`config.mk`:
```
export PLATFORM = sky130hd
export DESIGN_NAME = s2m_frame_ctrl_flat
export DESIGN_NICKNAME = d
export VERILOG_FILES = /design/src/rtl/s2m_frame_ctrl_if.sv /design/src/rtl/s2m_frame_ctrl.sv /design/src/flat_wrapper.sv
export SDC_FILE = /design/constraint.sdc
export NUM_CORES = 1
export LEC_CHECK = 0
export ABC_AREA = 1
export BUFFER_PORTS_ARGS = -buffer_cell sky130_fd_sc_hd__buf_2
export CORE_ASPECT_RATIO = 1.4
export CORE_MARGIN = 3
export CORE_UTILIZATION = 40
export CTS_BUF_LIST = sky130_fd_sc_hd__clkbuf_16
export DETAILED_ROUTE_END_ITERATION = 12
export PLACE_DENSITY_LB_ADDON = 0.2
export SETUP_SLACK_MARGIN = 0.1
export SYNTH_ARGS = -nofsm -noshare
export SYNTH_HDL_FRONTEND = slang
export SYNTH_SLANG_ARGS = --single-unit
```
`constraint.sdc`:
```
create_clock -name clk -period 3.7 [get_ports clk]
set_clock_uncertainty 0.05 [all_clocks]
set_input_delay 0 -clock clk [delete_from_list [all_inputs] [get_ports clk]]
set_output_delay 0 -clock clk [all_outputs]
set_load 0.02 [all_outputs]
```
`src/rtl/s2m_frame_ctrl_if.sv`:
```
// Handshake and marker bundle between the pixel source, s2m_frame_ctrl and the window generator.
// master: source / consumer side, slave: s2m_frame_ctrl side.
interface s2m_frame_ctrl_if #(
   parameter int DATA_WIDTH = 8
);
   logic                  start_i;
   logic                  src_valid_i;
   logic [DATA_WIDTH-1:0] src_data_i;
   logic                  src_ready_o;
   logic                  data_valid_o;
   logic [DATA_WIDTH-1:0] data_o;
   logic                  sop_o;
   logic                  eop_o;
   logic                  sof_o;
   logic                  eof_o;
   logic                  busy_o;
   logic                  frame_done_o;
   logic                  err_o;

   modport master (
      output start_i, src_valid_i, src_data_i,
      input  src_ready_o, data_valid_o, data_o, sop_o, eop_o, sof_o, eof_o,
      input  busy_o, frame_done_o, err_o
   );

   modport slave (
      input  start_i, src_valid_i, src_data_i,
      output src_ready_o, data_valid_o, data_o, sop_o, eop_o, sof_o, eof_o,
      output busy_o, frame_done_o, err_o
   );
endinterface

```
`src/rtl/s2m_frame_ctrl.sv`:
```
// Stream-to-memory frame controller: accepts one frame of interleaved samples, tags line/frame markers.
// Define S2M_FRAME_CTRL_OVERRUN_EN to enable the sticky overrun flag on err_o.
module s2m_frame_ctrl #(
   parameter int DATA_WIDTH  = 8,
   parameter int STRING_LEN  = 640,
   parameter int STRING_NUM  = 480,
   parameter int CHANNEL_NUM = 3,
   parameter int LINE_GAP    = 16
) (
   input logic              clk,
   input logic              reset,
   s2m_frame_ctrl_if.slave  bus
);
   localparam int CW = (CHANNEL_NUM > 1) ? $clog2(CHANNEL_NUM) : 1;
   localparam int PW = (STRING_LEN  > 1) ? $clog2(STRING_LEN)  : 1;
   localparam int LW = (STRING_NUM  > 1) ? $clog2(STRING_NUM)  : 1;
   localparam logic [CW-1:0] LAST_CHAN = CW'(CHANNEL_NUM - 1);
   localparam logic [PW-1:0] LAST_PIX  = PW'(STRING_LEN - 1);
   localparam logic [LW-1:0] LAST_ROW  = LW'(STRING_NUM - 1);
   localparam logic [7:0]    LAST_GAP  = 8'(LINE_GAP - 1);

   typedef enum logic [1:0] {IDLE, LINE, GAP, DONE} state_t;

   state_t                state;
   logic [CW-1:0]         chan_cnt;
   logic [PW-1:0]         pix_cnt;
   logic [LW-1:0]         line_cnt;
   logic [7:0]            gap_cnt;
   logic                  last_line;
   logic [DATA_WIDTH-1:0] sample;
   logic                  accept;
   logic                  chan_wrap;
   logic                  pix_wrap;
   logic                  line_wrap;
   logic                  first_beat;
   logic                  last_beat;

   always_comb begin
      sample     = bus.src_data_i;
      accept     = bus.src_valid_i & bus.src_ready_o;
      chan_wrap  = (chan_cnt == LAST_CHAN);
      pix_wrap   = (pix_cnt == LAST_PIX);
      line_wrap  = (line_cnt == LAST_ROW);
      first_beat = (chan_cnt == '0) && (pix_cnt == '0);
      last_beat  = chan_wrap && pix_wrap;
   end

   always_ff @(posedge clk) begin
      if (reset) begin
         state            <= IDLE;
         chan_cnt         <= '0;
         pix_cnt          <= '0;
         line_cnt         <= '0;
         gap_cnt          <= '0;
         last_line        <= 1'b0;
         bus.src_ready_o  <= 1'b0;
         bus.data_valid_o <= 1'b0;
         bus.data_o       <= '0;
         bus.sop_o        <= 1'b0;
         bus.eop_o        <= 1'b0;
         bus.sof_o        <= 1'b0;
         bus.eof_o        <= 1'b0;
         bus.busy_o       <= 1'b0;
         bus.frame_done_o <= 1'b0;
      end else begin
         bus.data_valid_o <= 1'b0;
         bus.sop_o        <= 1'b0;
         bus.eop_o        <= 1'b0;
         bus.sof_o        <= 1'b0;
         bus.eof_o        <= 1'b0;
         case (state)
            IDLE: begin
               chan_cnt <= '0;
               pix_cnt  <= '0;
               line_cnt <= '0;
               if (bus.start_i) begin
                  state           <= LINE;
                  bus.src_ready_o <= 1'b1;
                  bus.busy_o      <= 1'b1;
               end
            end
            LINE: begin
               if (accept) begin
                  bus.data_valid_o <= 1'b1;
                  bus.data_o       <= sample;
                  bus.sop_o        <= first_beat;
                  bus.eop_o        <= last_beat;
                  bus.sof_o        <= first_beat && (line_cnt == '0);
                  bus.eof_o        <= last_beat && line_wrap;
                  // chan -> pix -> line cascade, each stage advances when the one below wraps
                  if (chan_wrap) begin
                     chan_cnt <= '0;
                     if (pix_wrap) begin
                        pix_cnt  <= '0;
                        line_cnt <= line_wrap ? '0 : line_cnt + 1'b1;
                     end else begin
                        pix_cnt <= pix_cnt + 1'b1;
                     end
                  end else begin
                     chan_cnt <= chan_cnt + 1'b1;
                  end
                  if (last_beat) begin
                     state           <= GAP;
                     bus.src_ready_o <= 1'b0;
                     gap_cnt         <= '0;
                     last_line       <= line_wrap;
                  end
               end
            end
            GAP: begin
               if (gap_cnt == LAST_GAP) begin
                  if (last_line) begin
                     state            <= DONE;
                     bus.frame_done_o <= 1'b1;
                  end else begin
                     state           <= LINE;
                     bus.src_ready_o <= 1'b1;
                  end
               end else begin
                  gap_cnt <= gap_cnt + 1'b1;
               end
            end
            DONE: begin
               state            <= IDLE;
               bus.busy_o       <= 1'b0;
               bus.frame_done_o <= 1'b0;
            end
            default: state <= IDLE;
         endcase
      end
   end

`ifdef S2M_FRAME_CTRL_OVERRUN_EN
   // source pushed data while a frame was running but the block was not ready
   always_ff @(posedge clk) begin
      if (reset) begin
         bus.err_o <= 1'b0;
      end else if (state == IDLE && bus.start_i) begin
         bus.err_o <= 1'b0;
      end else if (bus.src_valid_i && !bus.src_ready_o && bus.busy_o) begin
         bus.err_o <= 1'b1;
      end
   end
`else
   assign bus.err_o = 1'b0;
`endif

endmodule

```
`src/flat_wrapper.sv`:
```
// flat-port wrapper written by rule: the top's interface ports become plain ports
module s2m_frame_ctrl_flat 
#(
   parameter int DATA_WIDTH  = 8,
   parameter int STRING_LEN  = 640,
   parameter int STRING_NUM  = 480,
   parameter int CHANNEL_NUM = 3,
   parameter int LINE_GAP    = 16
)
  (clk, reset, bus_start_i, bus_src_valid_i, bus_src_data_i, bus_src_ready_o, bus_data_valid_o, bus_data_o, bus_sop_o, bus_eop_o, bus_sof_o, bus_eof_o, bus_busy_o, bus_frame_done_o, bus_err_o);
  s2m_frame_ctrl_if #(.DATA_WIDTH(DATA_WIDTH)) bus_i ();
  input logic clk;
  input logic reset;
  input wire logic [$bits(bus_i.start_i)-1:0] bus_start_i;
  input wire logic [$bits(bus_i.src_valid_i)-1:0] bus_src_valid_i;
  input wire logic [$bits(bus_i.src_data_i)-1:0] bus_src_data_i;
  output wire logic [$bits(bus_i.src_ready_o)-1:0] bus_src_ready_o;
  output wire logic [$bits(bus_i.data_valid_o)-1:0] bus_data_valid_o;
  output wire logic [$bits(bus_i.data_o)-1:0] bus_data_o;
  output wire logic [$bits(bus_i.sop_o)-1:0] bus_sop_o;
  output wire logic [$bits(bus_i.eop_o)-1:0] bus_eop_o;
  output wire logic [$bits(bus_i.sof_o)-1:0] bus_sof_o;
  output wire logic [$bits(bus_i.eof_o)-1:0] bus_eof_o;
  output wire logic [$bits(bus_i.busy_o)-1:0] bus_busy_o;
  output wire logic [$bits(bus_i.frame_done_o)-1:0] bus_frame_done_o;
  output wire logic [$bits(bus_i.err_o)-1:0] bus_err_o;
  assign bus_i.start_i = bus_start_i;
  assign bus_i.src_valid_i = bus_src_valid_i;
  assign bus_i.src_data_i = bus_src_data_i;
  assign bus_src_ready_o = bus_i.src_ready_o;
  assign bus_data_valid_o = bus_i.data_valid_o;
  assign bus_data_o = bus_i.data_o;
  assign bus_sop_o = bus_i.sop_o;
  assign bus_eop_o = bus_i.eop_o;
  assign bus_sof_o = bus_i.sof_o;
  assign bus_eof_o = bus_i.eof_o;
  assign bus_busy_o = bus_i.busy_o;
  assign bus_frame_done_o = bus_i.frame_done_o;
  assign bus_err_o = bus_i.err_o;
  s2m_frame_ctrl #(.DATA_WIDTH(DATA_WIDTH), .STRING_LEN(STRING_LEN), .STRING_NUM(STRING_NUM), .CHANNEL_NUM(CHANNEL_NUM), .LINE_GAP(LINE_GAP)) u_core (.clk(clk), .reset(reset), .bus(bus_i));
endmodule
```
### Yosys cells after proc, flatten, opt, wreduce, memory -nomap -nowiden

Cells that the tools add are included.

* $add $sub $neg: 4
* $mul: 0
* div/mod/pow operators: 0
* magnitude comparators: 0
* equal/unequal tests: 16
* shift operators: 0
* multiplexer cells: 33
* bitwise gates (word level): 3
* reductions and logical operators: 25

Operator list (number)
* 2-to-1 mux 9 bit: 4
* 2-to-1 mux 10 bit: 3
* 2-to-1 mux 8 bit: 3
* one-hot mux 10 bit (2 select lines): 1
* one-hot mux 9 bit (2 select lines): 1
* one-hot mux 8 bit (2 select lines): 1
* 2-to-1 mux 2 bit: 7
* != test 2 x 1 -> 1 bit (second input constant): 6
* AND reduction 4 bit: 3
* adder 10 x 1 -> 10 bit (second input constant): 1
* equality test 10 bit (second input constant): 1
* logical NOT 10 bit: 1
* adder 9 x 1 -> 9 bit (second input constant): 1
* equality test 9 bit (second input constant): 1
* logical NOT 9 bit: 1
* AND reduction 3 bit: 3
* adder 8 x 1 -> 8 bit (second input constant): 1
* equality test 8 x 4 -> 1 bit (second input constant): 1
* 2-to-1 mux 1 bit: 8
* one-hot mux 2 bit (4 select lines): 1
* nonzero test 2 bit: 4
* equality test 2 bit (second input constant): 3
* != test 2 bit (second input constant): 3
* AND reduction 2 bit: 3
* 13 further kinds: 19

* register bits after elaboration: 48
* latch bits: 0
* RAM bits: 0
* bits in read-only memories: 0
* bits of input ports: 12
* output and inout port bits: 17
* word-level logic and storage cells: 96
* memories kept: 0

### Logic depth before layout (Yosys ltp)

* word-level depth: 6
* gate-level depth with buffers: 10
* depth with buffers taken out: 10

### Worst setup path before layout

OpenSTA, ideal clock, no wires.

* path type: reg2reg
* from: register u_core.bus.src_ready_o
* to: register u_core.line_cnt[6]
* library setup time: 64 ps
* arrival: 1447 ps
* required time: 3586 ps
* path slack: 2139 ps
* stages on the path, launching flop included: 10
* path buffers: 1
* clock period less this slack: 1561 ps
* cell sequence: dfxtp_1 -> nand2_2 -> nand2_1 -> nand3_4 -> inv_4 -> nand2_4 -> buf_6 -> o21ai_1 -> nand2_1 -> nor2_1

* longest elaborated chain between the ends: 3

Ends and longest elaborated chain
* start: declaration: line s2m_frame_ctrl_if.sv:28 `output src_ready_o, data_valid_o, data_o, sop_o, eop_o, sof_o, eof_o,`
* start signal: assignment: line s2m_frame_ctrl.sv:56 `bus.src_ready_o <= 1'b0;`
* start signal: assignment: line s2m_frame_ctrl.sv:78 `bus.src_ready_o <= 1'b1;`
* start signal: assignment: line s2m_frame_ctrl.sv:104 `bus.src_ready_o <= 1'b0;`
* bitwise AND 1 bit: line s2m_frame_ctrl.sv:40 `accept = bus.src_valid_i & bus.src_ready_o;`
* != test 2 x 1 -> 1 bit (no line)
* AND reduction 4 bit (no line)
* end signal: assignment: line s2m_frame_ctrl.sv:95 `line_cnt <= line_wrap ? '0 : line_cnt + 1'b1;`
* end: declaration: line s2m_frame_ctrl.sv:27 `logic [LW-1:0] line_cnt;`

No other way between the ends.
A chain may end at the register's enable or synchronous reset.

### Worst setup path after layout

* from: register u_core.state[0]
* to: register u_core.gap_cnt[4]

* longest elaborated chain between the ends: 3
* elaborated cells on any way between the ends: 8
* classes of those cells: 5 x eq/ne; 1 x mux; 2 x reduce/logical

Ends and longest elaborated chain
* start: declaration: line s2m_frame_ctrl.sv:24 `state_t state;`
* start signal: assignment: line s2m_frame_ctrl.sv:50 `state <= IDLE;`
* start signal: assignment: line s2m_frame_ctrl.sv:77 `state <= LINE;`
* start signal: assignment: line s2m_frame_ctrl.sv:103 `state <= GAP;`
* equality test 2 bit / equality test 2 x 1 -> 1 bit (equally long branches): line s2m_frame_ctrl.sv:71 `case (state)`
* != test 2 bit (no line) (tied with other cells)
* AND reduction 4 bit (no line)
* end signal: assignment: line s2m_frame_ctrl.sv:120 `gap_cnt <= gap_cnt + 1'b1;`
* end: declaration: line s2m_frame_ctrl.sv:28 `logic [7:0] gap_cnt;`

Parallel ways exist; a longest one is shown, timed or not.

==> results.json <==
{
  "chipHeight_microns": 97.4,
  "area_growth_pct": 15.9,
  "design_area_sq_um": 2760,
  "setup_viol": 0,
  "postSynthCellCount": 334,
  "grt_setup_unrepaired": "no",
  "dp_hpwl_microns": 3890,
  "wirelength_microns": 5320,
  "drc": 0,
  "drive_gt1_share_pct": 14.2,
  "dieWidth_microns": 71.3,
  "numPortBuffers": 27,
  "arrival_ps": 2300,
  "grt.total_usage_pct": 16.0,
  "dp.cells": 419,
  "cp-start-kind": "flop",
  "coreArea_sq_um": 5650,
  "antenna_found_initial": 0,
  "cap_violations": 0,
  "final_common_cell": "nand2_1",
  "cts_made_buffers": 5,
  "avgSynthCellArea_sq_um": 7.14,
  "yosysWarningCount": 0,
  "syn_area_sq_um": 2380,
  "irDropWorstVdd_mv": 0.278,
  "period_share_pct": 57.8,
  "status": "complete, no violations",
  "cts_max_level": 2,
  "gp_congestion": 0.821,
  "post_dp_cell_area_sq_um": 2540,
  "crit_type": "flop to flop",
  "crit_chain": "inv_2 > nor2_2 > inv_4 > nor2_8 > nand4_2 > nand2_1 > nand2_1 > a21oi_1",
  "cts_buffer_depth": 2,
  "vias_per_cell": 5.03,
  "layout_common_cells": "nand2_1 (61), nor2_1 (60), dfxtp_1 (48), inv_1 (31)",
  "slew_violations": 0,
  "seq_area_frac_synth_pct": 40.3,
  "holdWs_ps": 84.5,
  "stdcell_count": 435,
  "worst_pin_slew_ps": 849,
  "synth_fp_nets": 351,
  "drt-pass1-iter-count": 4,
  "grt_pass1_wl_microns": 9160,
  "n_antenna_cell": 0,
  "power_leakage_uw": 0.00118,
  "cp-end-kind": "flop",
  "wire_per_inst_microns": 12.2,
  "ant_nets": 0,
  "hold_viol": 0,
  "post_cts_buffers": 0,
  "num_vias": 2188,
  "ios": 29,
  "hp-class": "input port to flop",
  "cpMostUsedCell": "nand2_1",
  "max_stage_delay_ps": 430,
  "relSlewSlack_pct": 43.3,
  "dieArea_sq_um": 6940,
  "crit_path_max_fanout": 12,
  "yosysUniqueCellTypes": 40,
  "power_density_nw_per_um2": 446,
  "fin_util_pct": 49.0,
  "floorplan.initialDensity_pct": 42.2,
  "grt_pass1_vias": 2114,
  "fmax_ghz": 0.467,
  "cp.required_ps": 3860,
  "grt_overflow_total": 0,
  "ys_ff_latch": 48,
  "finalSetupTns_ps": 0,
  "root_buffer": "clkbuf_16",
  "num_rows": 32,
  "cts_sinks": 48,
  "drt_iter0_drc": 102,
  "insertion_delay_ps": 280,
  "clk_pin_slew_worst_paths_ps": 60,
  "layout.nets": 384,
  "crit_slowest_cell": "nor2_2",
  "tritoncts": "built",
  "fill_cells": 563,
  "period_needed_ps": 2140,
  "grt_start_max_net_pins": 21
}
==> what timing repair did <==
action,4_1_cts,5_1_grt
hold endpoints to repair,9,0
gates resized for setup,0,0
hold buffers,9,0
==> worst max-delay path: cells and delay by family (launching register included) <==
kind / cells / cell delay (ps)
flops: 1 / 400
compound gates: 1 / 120
simple gates: 5 / 1330
buf+inv: 2 / 160
==> routing by layer <==
metal / up-vias / global-route usage (%) / wire, microns
met4: 0 / 6.66 / 57
met2: 39 / 28.3 / 2870
met1: 990 / 18.3 / 2240
met3: 5 / 3.11 / 143
met5: - / 0 / 0
li1: 1154 / - / -
==> synthesized netlist by cell type, drive strengths merged <==
| cell type | number | area share (%) |
|---|---|---|
| o211ai | 1 | 0.31 |
| o21ai | 17 | 3.6 |
| nand3b | 1 | 0.31 |
| o21bai | 1 | 0.31 |
| nand4 | 3 | 1.0 |
| dfxtp | 48 | 40 |
| or2 | 3 | 0.79 |
| a221oi | 1 | 0.37 |
| o31ai | 1 | 0.89 |
| nor4 | 2 | 0.52 |
| a21oi | 24 | 5.0 |
| xor2 | 4 | 1.5 |
| ha | 5 | 2.6 |
| nor3b | 2 | 0.63 |
| conb | 1 | 0.16 |
| nand2 | 65 | 11 |
| a211oi | 1 | 0.31 |
| a21o | 1 | 0.31 |
| buf | 8 | 2.4 |
| nor2 | 63 | 11 |
| inv | 35 | 5.7 |
| a31oi | 2 | 0.52 |
| nor3 | 12 | 2.7 |
| clkbuf | 2 | 0.31 |
| nand3 | 30 | 7.2 |
| o211a | 1 | 0.42 |
==> cells by family after synthesis <==
logic type,synth area share (%)
AND/OR/NAND/NOR,34.9
XOR/XNOR,1.47
other,0.157
AO/OA/AOI/OAI,12.1
flip-flops,40.3
adder cells (fa/ha/maj),2.62
buffers and inverters,8.45
==> metrics by stage <==
step           setup slack, ps  total power (uW)
6_report                  1560              1230
5_1_grt                   1360              1300
4_1_cts                   1530              1250
3_5_place_dp              1550               808
3_3_place_gp              1560               805
2_1_floorplan             2140               762
==> area by class of cell <==
type | count | area (sq um) | area share, %
Clock buffer | 5 | 125 | 4.53
Tap cell | 68 | 85.1 | 3.08
Multi-Input combinational cell | 241 | 1220 | 44.2
Sequential cell | 48 | 961 | 34.8
Timing Repair Buffer | 36 | 225 | 8.15
Clock inverter | 2 | 8.76 | 0.317
Inverter | 35 | 136 | 4.93
==> state kept, by name, indices dropped and copies added, names as in the netlist <==
name and cells:
u_core.bus.src_ready_o 1, u_core.gap_cnt 8, u_core.line_cnt 9, u_core.pix_cnt 10, u_core.chan_cnt 2, u_core.bus.data_valid_o 1
u_core.bus.eof_o 1, u_core.last_line 1, u_core.bus.eop_o 1, u_core.bus.frame_done_o 1, u_core.state 2, u_core.bus.data_o 8
u_core.bus.sop_o 1, u_core.bus.sof_o 1, u_core.bus.busy_o 1
==> final timing paths <==
path                                                       from                         endpoint  slack (ps)  cells after the start
worst max-delay path               u_core.state[0]$_SDFFE_PP0P_   u_core.gap_cnt[4]$_SDFFE_PP0P_        1560                      8
worst min-delay path                                      reset      u_core.bus.eop_o$_SDFF_PP0_          80                      2
worst max register to register     u_core.state[0]$_SDFFE_PP0P_   u_core.gap_cnt[4]$_SDFFE_PP0P_        1560                      8
worst min register to register  u_core.chan_cnt[1]$_SDFFE_PP0P_  u_core.chan_cnt[1]$_SDFFE_PP0P_         410                      1
==> report_power, final <==
| group | internal, uW | switching (uW) |
|---|---|---|
| sequential | 544 | 24.2 |
| combinational | 77.8 | 158 |
| clock | 243 | 186 |
| total | 865 | 368 |
Power figures use the tool's default switching activity.
